### src/rtl/dmux_slow2fast_sync.sv
// Data-mux synchronizer: only the valid crosses through a flop chain; its rising edge
// selects the (stable) payload into a recirculating output register. Optional macro: DMUX_CLEAR_EN.
`timescale 1ns/1ps
module dmux_slow2fast_sync #(
  parameter int DATA_WIDTH  = 8,
  parameter int SYNC_STAGES = 2
) (
  input  logic                  clk,
  input  logic                  rst,
  input  logic [DATA_WIDTH-1:0] data_in,
  input  logic                  data_in_valid,
  output logic [DATA_WIDTH-1:0] data_out,
  output logic                  data_out_valid
);

  generate
    if ((SYNC_STAGES < 2) || (SYNC_STAGES > 4)) begin : g_bad_stages
      $error("dmux_slow2fast_sync: SYNC_STAGES must be in 2..4");
    end
  endgenerate

  logic [SYNC_STAGES-1:0] sync_r;
  logic                   hist_r;
  logic                   sel_s;
  logic [DATA_WIDTH-1:0]  data_nxt_s;
  logic [DATA_WIDTH-1:0]  data_out_r;
  logic                   data_out_valid_r;

  // Valid synchronizer chain plus one history flop for edge detection
  always_ff @(posedge clk) begin
    if (rst) begin
      sync_r <= {SYNC_STAGES{1'b0}};
      hist_r <= 1'b0;
    end else begin
      sync_r <= {sync_r[SYNC_STAGES-2:0], data_in_valid};
      hist_r <= sync_r[SYNC_STAGES-1];
    end
  end

  // Rising edge of synchronized valid steers the capture mux
  always_comb begin
    sel_s      = sync_r[SYNC_STAGES-1] & ~hist_r;
    data_nxt_s = data_out_r;
    if (sel_s) begin
      data_nxt_s = data_in;
    end else begin
`ifdef DMUX_CLEAR_EN
      data_nxt_s = {DATA_WIDTH{1'b0}};
`else
      data_nxt_s = data_out_r;
`endif
    end
  end

  // Registered payload and one-cycle valid pulse
  always_ff @(posedge clk) begin
    if (rst) begin
      data_out_r       <= {DATA_WIDTH{1'b0}};
      data_out_valid_r <= 1'b0;
    end else begin
      data_out_r       <= data_nxt_s;
      data_out_valid_r <= sel_s;
    end
  end

  assign data_out       = data_out_r;
  assign data_out_valid = data_out_valid_r;

endmodule

### config.mk
export PLATFORM = sky130hd
export DESIGN_NAME = dmux_slow2fast_sync
export DESIGN_NICKNAME = d
export VERILOG_FILES = /design/src/rtl/dmux_slow2fast_sync.sv
export SDC_FILE = /design/constraint.sdc
export NUM_CORES = 1
export LEC_CHECK = 0
export BUFFER_PORTS_ARGS = -buffer_cell sky130_fd_sc_hd__clkbuf_2
export CAP_MARGIN = 20
export CORE_AREA = 3 3 40 42
export DETAILED_ROUTE_END_ITERATION = 10
export DIE_AREA = 0 0 43 45
export HOLD_SLACK_MARGIN = 0.05
export PLACE_DENSITY = 0.62
export SETUP_SLACK_MARGIN = 0.2
export SYNTH_ARGS = -nofsm -noshare
export SYNTH_HDL_FRONTEND = slang
export SYNTH_SLANG_ARGS = --single-unit
### constraint.sdc
create_clock -name clk -period 0.89 [get_ports clk]
set_input_delay 0.089 -clock clk [delete_from_list [all_inputs] [get_ports clk]]
set_output_delay 0.089 -clock clk [all_outputs]
set_load 0.05 [all_outputs]
==> key figures <==
Timing
  – Worst Skew: 1.003 ps
  – Least-Margin Pin Slew: approximately 280 ps
  – RSZ-0062 raised after global routing: yes
  – Max-slew violation total from the final report: 0
  – Slew Limit Headroom: 0.8102
  – Final hold viol count: 0
  – Setup violations, final: 0
  – Final worst path period need: 886.2 ps
  – F_max: 1.128 GHz
  – Tcrit/Tclk final: 0.9957

Place
  – RD Place Congestion: 0.6326
  – Dpl cell area: 596.8 µm²
  – Port Buffers: 19
  – DPL Wire Length: between 600 and 700 µm

Clock network
  – Total CTS buffers: 3
  – Max clock buf depth: 2
  – Root buffer cell: clkbuf_4
  – H-tree lvl count: 1
  – Worst skew pair latency: 280 ps
  – Reg clk slew, reported paths: ~80 ps
  – Clock sinks: 12
  – CTS tree: yes

Drt
  – Wire per inst: 13.27 µm
  – Drt drc: 0
  – Initial DRC Count: 2
  – Routed WL: between 1000 and 1500 µm
  – Detail Route Antenna Nets: 0
  – Via count: 421
  – TritonRoute pass-1 iters: 4
  – Drt via density: 4.895

Floorplanning
  – Site Rows: 13
  – Die X: about 43 µm
  – Die area: slightly below 2000 µm²
  – Initial Util: 0.3642
  – Core Box Area: 1285 µm²
  – Die H: 45 µm
  – IO Pins: 20

Setup path
  – Delay-heaviest family, CP: flip-flops
  – Setup crit start kind: flop
  – Crit-path slowest cell: dfxtp_2
  – Worst setup EP type: primary output
  – Worst-path cell chain: clkbuf_16
  – Slowest stage delay, CP: 360 ps
  – Worst reg2reg path depth: 2
  – Critical path class: reg2out
  – Crit path max fanout: 2
  – Required @ worst endpoint: 800 ps
  – Levels on crit path: 1
  – Critical path buffer and inverter count: 1
  – Arr. time, crit path: approximately 800 ps

Power and ir drop
  – Overall Power: 1.130 mW
  – Worst vdd ir: 740.4 µV
  – P_leak: ~0.33 nW
  – Power per cell area: about 1400 nW/µm²

Global routing
  – Number of global-route vias before repair: 387
  – Total grt overflow: 0
  – Largest net degree at the start of global routing: 21
  – Global-route wire length before repair: 1800 µm
  – Initial antenna violation count: 0
  – GRT Overall Usage: 0.1303

Cells and area
  – Layout cells sized above 1: 0.6197
  – Footprint of the multi-input gates: ~250 µm²
  – Number of fill cells: roughly 110
  – Sequential Area: roughly 260 µm²
  – Final nets: 83
  – Antenna cells: 0
  – P&R area growth vs syn: 73.80%
  – Final instance area: 813.3 µm²

Synthesis
  – Yosys cell types: 8
  – Top cells by area, synth: dfxtp_1 (51%), nand4bb_1 (19%), nand2b_1 (11%)
  – Syn Nets: 54
  – Area leader, netlist: dfxtp_1
  – Post-synthesis register bit count: 12
  – Post-Syn Instances: 43
  – Sequential share of the synthesized area: 0.5134
  – Synth Warn #: 0
  – Yosys top cell area share: 0.5134
  – Synthesized cell area: 467.9 µm²
  – Syn_area_per_cell: about 11 µm²

Outcome
  – Outcome: finished, final reports clean

Hold path
  – Worst hold path depth: 3
  – Min-delay worst type: in2reg

Job
  – Max cap viols: 0
==> routing by layer <==
metal	global-route usage	routed length [µm]	part of all wire
met1	0.1484	493	0.43
met4	0.1084	25	0.022
met3	0.03187	73	0.064
met2	0.2066	549	0.48
met5	0	0	0
==> layout make-up <==
class | count | area share
Timing Repair Buffer | 25 | 0.3200
Sequential cell | 12 | 0.3185
Multi-Input combinational cell | 30 | 0.3062
Clock buffer | 4 | 0.03231
Tap cell | 15 | 0.02308
==> power by group <==
group	internal [mW]	switching, mW
sequential	0.554	0.0193
combinational	0.100	0.0872
clock	0.174	0.195
total	0.828	0.302
==> timing repair <==
| action | in CTS | in global routing |
|---|---|---|
| setup buffers | 2 | 2 |
| pin swaps | 8 | 1 |
| gates cloned | 1 | 0 |
| gates resized for setup | 33 | 11 |
| setup endpoints to repair | 18 | 18 |
| endpoints found under the hold margin | 1 | 0 |
| hold buffers | 1 | 0 |
==> path summary, 6_finish.rpt <==
check / start / to / slack (ps)
max: data_out[4] / data_out[4] / 4
min: data_in[6] / data_out[6] / 60
max reg2reg: sync_r[1] / data_out[4] / 60
min reg2reg: sync_r[0] / sync_r[1] / 440
==> Yosys cell counts, drive strengths merged <==
cell and count:
o21ai 8, dfxtp 12, nor2b 4, nand2b 8, nand4bb 8, and2b 1
clkbuf 2
==> cells by family (layout without fill, tap and decap cells) <==
kind of cell,count (synthesis),after routing,share of synthesized area
AOI/OAI and AO/OA,8,8,0.08556
buffers and inverters,2,29,0.01605
DFF,12,12,0.5134
and+or+nand+nor,21,22,0.3850
==> registers in the layout, indices dropped and copies added (netlist names) <==
register,cells
data_out,8
sync_r,2
data_out_valid,1
hist_r,1
==> cell usage in the layout (no fill, tap or decap) <==
| cell type | synthesis | routed |
|---|---|---|
| nor2b_1 | 3 | 3 |
| clkbuf_2 | 0 | 10 |
| buf_8 | 0 | 7 |
| nand4bb_1 | 8 | 8 |
| o21ai_2 | 0 | 4 |
| clkbuf_16 | 0 | 2 |
| and2b_1 | 1 | 1 |
| o21ai_1 | 0 | 4 |
| buf_4 | 0 | 3 |
| dfxtp_1 | 12 | 1 |
| clkbuf_4 | 0 | 3 |
| dfxtp_4 | 0 | 2 |
| dlygate4sd3_1 | 0 | 1 |
| dfxtp_2 | 0 | 9 |
| nor2b_4 | 1 | 2 |
| nand2b_1 | 8 | 8 |
| clkbuf_1 | 2 | 1 |
| buf_6 | 0 | 2 |
==> stage by stage <==
stage / util / setup slack [ps] / hold slack, ps / instances / setup TNS, ps
after floorplan: - / 128.0 / 217.2 / 43 / 0
after global placement: 0.4645 / 61.72 / 305.6 / 76 / 0
after detailed placement: 0.4645 / 41.29 / 306.4 / 76 / 0
after CTS: 0.6027 / -1.504 / 56.15 / 84 / -2.511
after global routing: 0.6329 / -25.01 / 68.69 / 86 / -52.50
final: 0.6329 / 3.819 / 56.83 / 86 / 0
No activity file was read; power rests on OpenSTA's default activity.
